File: src/rtl/kgp_alu_pkg.sv
// Shared ALU definitions: the operation encoding used by the adder and the
// ALU decoder, plus the helpers that turn an opcode into effective operands.
package kgp_alu_pkg;

  typedef enum logic [1:0] {
    ADD = 2'd0,
    ADC = 2'd1,
    SUB = 2'd2,
    SBB = 2'd3
  } alu_op_e;

  localparam int DEFAULT_WIDTH = 32;
  localparam int DEFAULT_SEG   = 16;

  // Pipeline depth for a given operand/segment split. A non-positive segment
  // width is rejected at elaboration, so the guard only avoids a divide by 0.
  function automatic int stage_count(input int width, input int seg);
    return (seg < 1) ? 1 : width / seg;
  endfunction

  // Subtract forms feed the one's complement of b into the adder.
  function automatic logic inverts_b(input alu_op_e op);
    return (op == SUB) || (op == SBB);
  endfunction

  // Carry injected into the least significant segment.
  function automatic logic carry_in(input alu_op_e op, input logic cin);
    logic c;
    case (op)
      ADD:     c = 1'b0;
      ADC:     c = cin;
      SUB:     c = 1'b1;
      default: c = cin;
    endcase
    return c;
  endfunction

endpackage

File: src/rtl/add_seg_stage.sv
// One pipeline segment of the adder: a SEG-wide combinational add whose sum,
// carry-out and signed-overflow indication are captured when the pipe
// advances. The overflow bit only matters for the most significant segment.
module add_seg_stage #(
  parameter int SEG = 16
) (
  input  logic           clk,
  input  logic           rst_n,
  input  logic           en,
  input  logic [SEG-1:0] a,
  input  logic [SEG-1:0] b,
  input  logic           cin,
  output logic [SEG-1:0] sum,
  output logic           cout,
  output logic           ovf
);

  logic [SEG:0] total;
  logic         c_msb;

  // Segment add; carry into the top bit is recovered from the sum bit.
  always_comb begin
    total = {1'b0, a} + {1'b0, b} + {{SEG{1'b0}}, cin};
    c_msb = a[SEG-1] ^ b[SEG-1] ^ total[SEG-1];
  end

  // Segment result registers, cleared by reset, loaded on pipeline advance.
  always_ff @(posedge clk) begin
    if (!rst_n) begin
      sum  <= '0;
      cout <= 1'b0;
      ovf  <= 1'b0;
    end else if (en) begin
      sum  <= total[SEG-1:0];
      cout <= total[SEG];
      ovf  <= c_msb ^ total[SEG];
    end
  end

endmodule

File: src/rtl/pipe_adder.sv
// Pipelined add/subtract unit built from SEG-wide registered segments.
// Stage k adds operand segment k with the carry registered by stage k-1;
// the still-unused upper operand bits and the finished lower result bits
// travel alongside so that every operation stays aligned down the pipe.
// A single global enable (adv) moves the whole pipe, bubbles included.
module pipe_adder
  import kgp_alu_pkg::*;
#(
  parameter int WIDTH = DEFAULT_WIDTH,
  parameter int SEG   = DEFAULT_SEG
) (
  input  logic             clk,
  input  logic             rst_n,
  input  logic             in_valid,
  output logic             in_ready,
  input  logic [1:0]       op,
  input  logic [WIDTH-1:0] a,
  input  logic [WIDTH-1:0] b,
  input  logic             cin,
  output logic             out_valid,
  input  logic             out_ready,
  output logic [WIDTH-1:0] sum,
  output logic             cout,
  output logic             ovf,
  output logic             zero
);

  localparam int STAGES = stage_count(WIDTH, SEG);

  if (SEG < 1) begin : g_bad_seg
    $error("pipe_adder: SEG must be at least 1");
  end else if ((WIDTH % SEG) != 0) begin : g_bad_width
    $error("pipe_adder: WIDTH must be a multiple of SEG");
  end

  alu_op_e          op_dec;
  logic [WIDTH-1:0] b_eff;
  logic             c_eff;
  logic             adv;
  logic [STAGES-1:0] vld_q;
  logic             seg_c   [STAGES];
  logic             seg_ovf [STAGES];

  // Opcode decode into the effective second operand and carry-in.
  always_comb begin
    op_dec = alu_op_e'(op);
    b_eff  = inverts_b(op_dec) ? ~b : b;
    c_eff  = carry_in(op_dec, cin);
  end

  // The pipe moves whenever the output slot is empty or being drained.
  assign adv       = !vld_q[STAGES-1] || out_ready;
  assign in_ready  = adv;
  assign out_valid = vld_q[STAGES-1];

  // Valid bits shift with the data; an unaccepted cycle enters as a bubble.
  always_ff @(posedge clk) begin
    if (!rst_n) begin
      vld_q <= '0;
    end else if (adv) begin
      for (int k = STAGES - 1; k > 0; k--) begin
        vld_q[k] <= vld_q[k-1];
      end
      vld_q[0] <= in_valid;
    end
  end

  for (genvar k = 0; k < STAGES; k++) begin : g_stage
    localparam int LO = k * SEG;
    localparam int HI = LO + SEG;

    // Operand bits from segment k upward, as seen by this stage.
    logic [WIDTH-LO-1:0] a_src;
    logic [WIDTH-LO-1:0] b_src;
    logic                c_src;
    logic [SEG-1:0]      seg_sum;
    // Result bits finished once this stage has registered its segment.
    logic [HI-1:0]       done;

    if (k == 0) begin : g_head
      assign a_src = a;
      assign b_src = b_eff;
      assign c_src = c_eff;
      assign done  = seg_sum;
    end else begin : g_body
      logic [LO-1:0] res_lo_q;

      // Operand skew: carry the not-yet-added upper segments forward.
      always_ff @(posedge clk) begin
        if (adv) begin
          a_src <= g_stage[k-1].a_src[WIDTH-LO+SEG-1:SEG];
          b_src <= g_stage[k-1].b_src[WIDTH-LO+SEG-1:SEG];
        end
      end

      // Result alignment: lower segments finished by earlier stages.
      always_ff @(posedge clk) begin
        if (!rst_n) begin
          res_lo_q <= '0;
        end else if (adv) begin
          res_lo_q <= g_stage[k-1].done;
        end
      end

      assign c_src = seg_c[k-1];
      assign done  = {seg_sum, res_lo_q};
    end

    add_seg_stage #(
      .SEG(SEG)
    ) u_seg (
      .clk   (clk),
      .rst_n (rst_n),
      .en    (adv),
      .a     (a_src[SEG-1:0]),
      .b     (b_src[SEG-1:0]),
      .cin   (c_src),
      .sum   (seg_sum),
      .cout  (seg_c[k]),
      .ovf   (seg_ovf[k])
    );
  end

  // Final stage outputs; zero is qualified by valid so it reads 0 in reset.
  assign sum  = g_stage[STAGES-1].done;
  assign cout = seg_c[STAGES-1];
  assign ovf  = seg_ovf[STAGES-1];
  assign zero = vld_q[STAGES-1] & ~(|sum);

endmodule

File: config.mk
export PLATFORM = sky130hd
export DESIGN_NAME = pipe_adder
export DESIGN_NICKNAME = d
export VERILOG_FILES = /design/src/rtl/kgp_alu_pkg.sv /design/src/rtl/add_seg_stage.sv /design/src/rtl/pipe_adder.sv
export SDC_FILE = /design/constraint.sdc
export NUM_CORES = 1
export LEC_CHECK = 0
export CORE_ASPECT_RATIO = 0.8
export CORE_MARGIN = 3
export CORE_UTILIZATION = 25
export DETAILED_ROUTE_END_ITERATION = 16
export SLEW_MARGIN = 10
export SYNTH_ARGS = -nofsm -noshare
export SYNTH_HDL_FRONTEND = slang
export SYNTH_HIERARCHICAL = 1
export SYNTH_SLANG_ARGS = --single-unit
File: constraint.sdc
create_clock -name clk -period 3.6 [get_ports clk]
set_clock_uncertainty 0.1 [all_clocks]
set_input_delay 0.54 -clock clk [delete_from_list [all_inputs] [get_ports clk]]
set_output_delay 0.54 -clock clk [all_outputs]
set_load 0.005 [all_outputs]
## Word level (Yosys, flattened, before mapping)

Cells that the tools add are included.

| word-level totals | value |
|---|---|
| input port bits | 71 |
| logic and storage cells | 28 |
| flip-flop bits (word level) | 85 |

| cells by class | value |
|---|---|
| reduce and logical (&&, ||, !) cells | 5 |
| add/sub/neg operators | 4 |
| muxes and demuxes | 2 |
| bitwise logic cells | 6 |
| equality and inequality tests | 2 |

Operators with widths:

| cell | number |
|---|---|
| 16-bit by 16-bit adder with 17-bit output | 2 |
| 17-bit by 1-bit adder with 17-bit output | 2 |
| 32-bit two-way mux | 1 |
| 32-bit inverter | 1 |
| 32-bit OR reduction | 1 |
| 2-bit equality test, second input constant | 2 |
| 1-bit bitwise XOR | 3 |
| 2-bit zero test | 1 |
| 1-bit logical OR | 2 |
| 1-bit one-hot mux with 2 select lines | 1 |
| 1-bit bitwise AND | 1 |
| 1-bit zero test | 1 |
| 1-bit inverter | 1 |

## Longest topological paths before layout

| logic depth | value |
|---|---|
| word-level depth | 5 |
| gate-level depth with buffers | 11 |
| depth with buffers taken out | 9 |

## Hierarchy

The synthesis kept the hierarchy.

By module, submodules not included:

| module | sequential area each (µm²) | area each (µm²) | cells an instance | times used |
|---|---|---|---|---|
| pipe_adder | 1321.3 | 2079.5 | 157 | 1 |
| add_seg_stage at g_stage[1].u_seg | 360.3 | 1544.0 | 175 | 1 |
| add_seg_stage at g_stage[0].u_seg | 360.3 | 1529.0 | 175 | 1 |

## Worst setup path after synthesis

Ideal clock, no wire load.

| path | value |
|---|---|
| path kind | input to register |
| start | input op[1] |
| end | register g_stage[0].u_seg/ovf (netlist name) |
| cell stages on the path | 10 |
| library setup time | 0.122 ns |
| data arrival time | 2.903 ns |
| setup slack | 0.475 ns |
| path buffers | 1 |
| cells stage by stage | buf_2 -> mux2_2 -> fa_1 -> fa_1 -> a211oi_1 -> o21bai_2 -> o2111ai_2 -> a211oi_2 -> nor4b_4 -> a221o_1 |

RTL lines:

| item | line | text |
|---|---|---|
| start: declaration | pipe_adder.sv:16 | `input logic [1:0] op,` |

## Worst setup path after layout

| path | value |
|---|---|
| start | input op[0] |
| end | register g_stage[0].u_seg.sum[14] |

| between the ends | value |
|---|---|
| elaborated cells on any way between the ends | 8 |
| classes of those cells | 2 x add/sub; 2 x eq/ne; 2 x mux; 2 x reduce/logical |

RTL lines:

| item | line | text |
|---|---|---|
| 2-bit equality test or 2-bit zero test (tied branches) | kgp_alu_pkg.sv:29 | `case (op)` |
| 1-bit one-hot mux with 2 select lines * | kgp_alu_pkg.sv:29 |  |
| via c_eff | pipe_adder.sv:38 | `logic c_eff;` |
| 17-bit by 1-bit adder with 17-bit output * | add_seg_stage.sv:23 | `total = {1'b0, a} + {1'b0, b} + {{SEG{1'b0}}, cin};` |
| end signal: assignment | add_seg_stage.sv:34 | `sum <= total[SEG-1:0];` |
| end: declaration | add_seg_stage.sv:13 | `output logic [SEG-1:0] sum,` |

The timed path passes the listed nets; every way through them passes the cells marked *.
A chain may end at the register's enable or synchronous reset.

==> results.cfg <==
[placement]
dpl.cell_count = 856
place_congestion = 0.832
dpl.hpwl_um = 10200
dp_slack_ps = -114
port_buffers = 107
place_area_sq_um = 6400

[yosys]
syn_area_sq_um = 5090
syn-instance-count = 502
synth_warnings = 6
synth_nets = 607
syn_avg_cell_area_sq_um = 10.1

[worst_setup_path]
path_class = primary input to flip-flop
crit_family = compound AO/OA/AOI/OAI gates
rr_startpoint = g_stage[1].a_src[0]
crit_buf_inv = 1
end_kind = flip-flop
cp_data_arrival_time_ps = 3500
critical_path.max_stage_delay_ps = 460
cp-startpoint = op[0]
crit_path_cell_trace = clkdlybuf4s50_1 -> mux2_2 -> fa_1 -> fa_1 -> a211oi_1 -> o21bai_2 -> o2111ai_1 -> a31oi_1 -> o2111ai_1 -> o311ai_1
crit_path_start_kind = primary input
cp.required_ps = 3720
cp_max_fo = 4
cpMaxStageDelayCell = clkdlybuf4s50_1

[pwr]
peakVddDrop_mv = 0.217
p_total_mw = 3.07
power_density_nw_per_um2 = 459
leakagePower_nw = 2.57

[clock_tree]
cts_tree = done
clk_pin_slew_ps = 60
cts_setup_buffers = 0
htree_levels = 3
cts_buffers = 9
cts_resized = 0
cts_root_buffer = clkbuf_16
clockBufferDepth = 2
cts_num_sinks = 85
clk_latency_ps = 350
ctsHoldBuffers = 0

[detailed_routing]
vias = 4092
drc = 0
vias_per_cell = 4.69
firstDrtPassIters = 4
wire_per_inst_um = 15.3
wl_um = 13400
ant_nets = 0
drt_iter0_drc = 241

[floorplanning]
die_h_um = 134
pin_count = 108
fp-row-count = 46
die_x_um = 166
die_area_sq_um = 22100
core_area_sq_um = 19900
start_util_pct = 25.6

[sta]
slew_headroom_pct = 67.2
grt_setup_unrepaired = false
setup_viol = 0
max_freq_mhz = 296
fin_tns_setup_ps = 0
period_needed_ps = 3380
slew_viol_final = 0
worst_slew_pin_slew_ps = 491
fin_crit_sh_pct = 94.0
fin_ws_ps = 217
hold_violations = 0

[grt]
grt_pass1_vias = 4011
grt_pass1_wl_um = 21400
overflow = 0
grt_antenna_before_repair = 0
track_usage_pct = 12.4
grt_start_max_net_pins = 38

[final_layout]
area_delta_synth_final_pct = 31.3
final_area_sq_um = 6680
fin_nets = 708
final_cells = 872
antenna_cells = 0
layout-drive-gt1-share_pct = 10.5

[worst_hold_path]
min_from = g_stage[0].u_seg/sum[2]
hp-class = flip-flop to flip-flop

[job]
maxCapViolations = 0

[run_status]
status = completed
==> layout by cell type (no fill, tap or decap), types with 3 or more instances in the layout <==
cell / instances
a21oi_1: 20
a2111oi_4: 4
o21a_1: 5
or3_1: 6
o211ai_1: 10
xnor2_1: 10
a21o_2: 4
inv_1: 12
a31oi_1: 4
mux2i_1: 10
nor2_1: 36
a21boi_2: 9
and3_1: 3
or2_1: 4
o2111ai_1: 10
a211o_1: 4
a21boi_0: 10
clkdlybuf4s50_1: 106
nor2b_1: 3
nand4_1: 4
clkbuf_16: 10
a21o_1: 10
dfxtp_1: 53
a21oi_2: 6
xor2_1: 34
a211oi_1: 8
nand3_1: 24
nor4_1: 6
buf_4: 7
fa_1: 4
o311ai_0: 4
o21ai_0: 8
ha_1: 30
nand2_1: 56
edfxtp_1: 32
==> metrics by stage <==
| stage | hold WS, ps | utilization, % |
|---|---|---|
| CTS | 366 | 33.6 |
| floorplan | 340 | - |
| finish | 363 | 33.6 |
| detailed placement | 356 | 32.1 |
| global route | 389 | 33.6 |
| global placement | 351 | 32.1 |
==> flip-flops by register name, indices dropped and copies added, names as in the netlist <==
name and cells:
g_stage.g_body.res_lo_q 16, g_stage.a_src 16, g_stage.u_seg/cout 2, vld_q 2
g_stage.b_src 16, g_stage.u_seg/sum 32, g_stage.u_seg/ovf 1
==> tightest hold or removal path, delay by kind of cell, from the launching register on <==
family / cells / cell delay (ps)
flip-flops: 1 / 310
AND/OR/NAND/NOR: 1 / 50
AO/OA/AOI/OAI: 1 / 60
==> layout make-up <==
| cell class | count | area, sq um |
|---|---|---|
| tap | 264 | 330 |
| sequential | 85 | 2020 |
| timing repair buffer | 114 | 1120 |
| clock inverter | 4 | 28.8 |
| inverter | 13 | 56.3 |
| fill | 2108 | 13200 |
| clock buffer | 12 | 258 |
| multi-input combinational | 380 | 2870 |
==> worst paths after layout <==
kind | to | slack [ps] | cells after the start
setup / recovery | g_stage[0].u_seg/sum[14] | 220 | 10
setup reg to reg | g_stage[1].u_seg/sum[14] | 640 | 8
hold reg to reg | g_stage[1].g_body.res_lo_q[2] | 360 | 2
hold / removal | g_stage[1].g_body.res_lo_q[2] | 360 | 2
==> where the power goes <==
part	total (mW)	internal [mW]	switching (mW)
logic	0.942	0.479	0.463
clock network	0.904	0.514	0.390
registers	1.22	1.13	0.0893
total	3.07	2.13	0.943
==> metal layers <==
| layer | vias to the layer above | routed length [um] | track usage, % |
|---|---|---|---|
| li1 | 2058 | - | - |
| met1 | 1920 | 6440 | 17.2 |
| met2 | 102 | 5820 | 18.6 |
| met3 | 12 | 928 | 4.10 |
| met4 | 0 | 165 | 2.91 |
| met5 | - | 0 | 0 |
No activity file was read; power rests on OpenSTA's default activity.
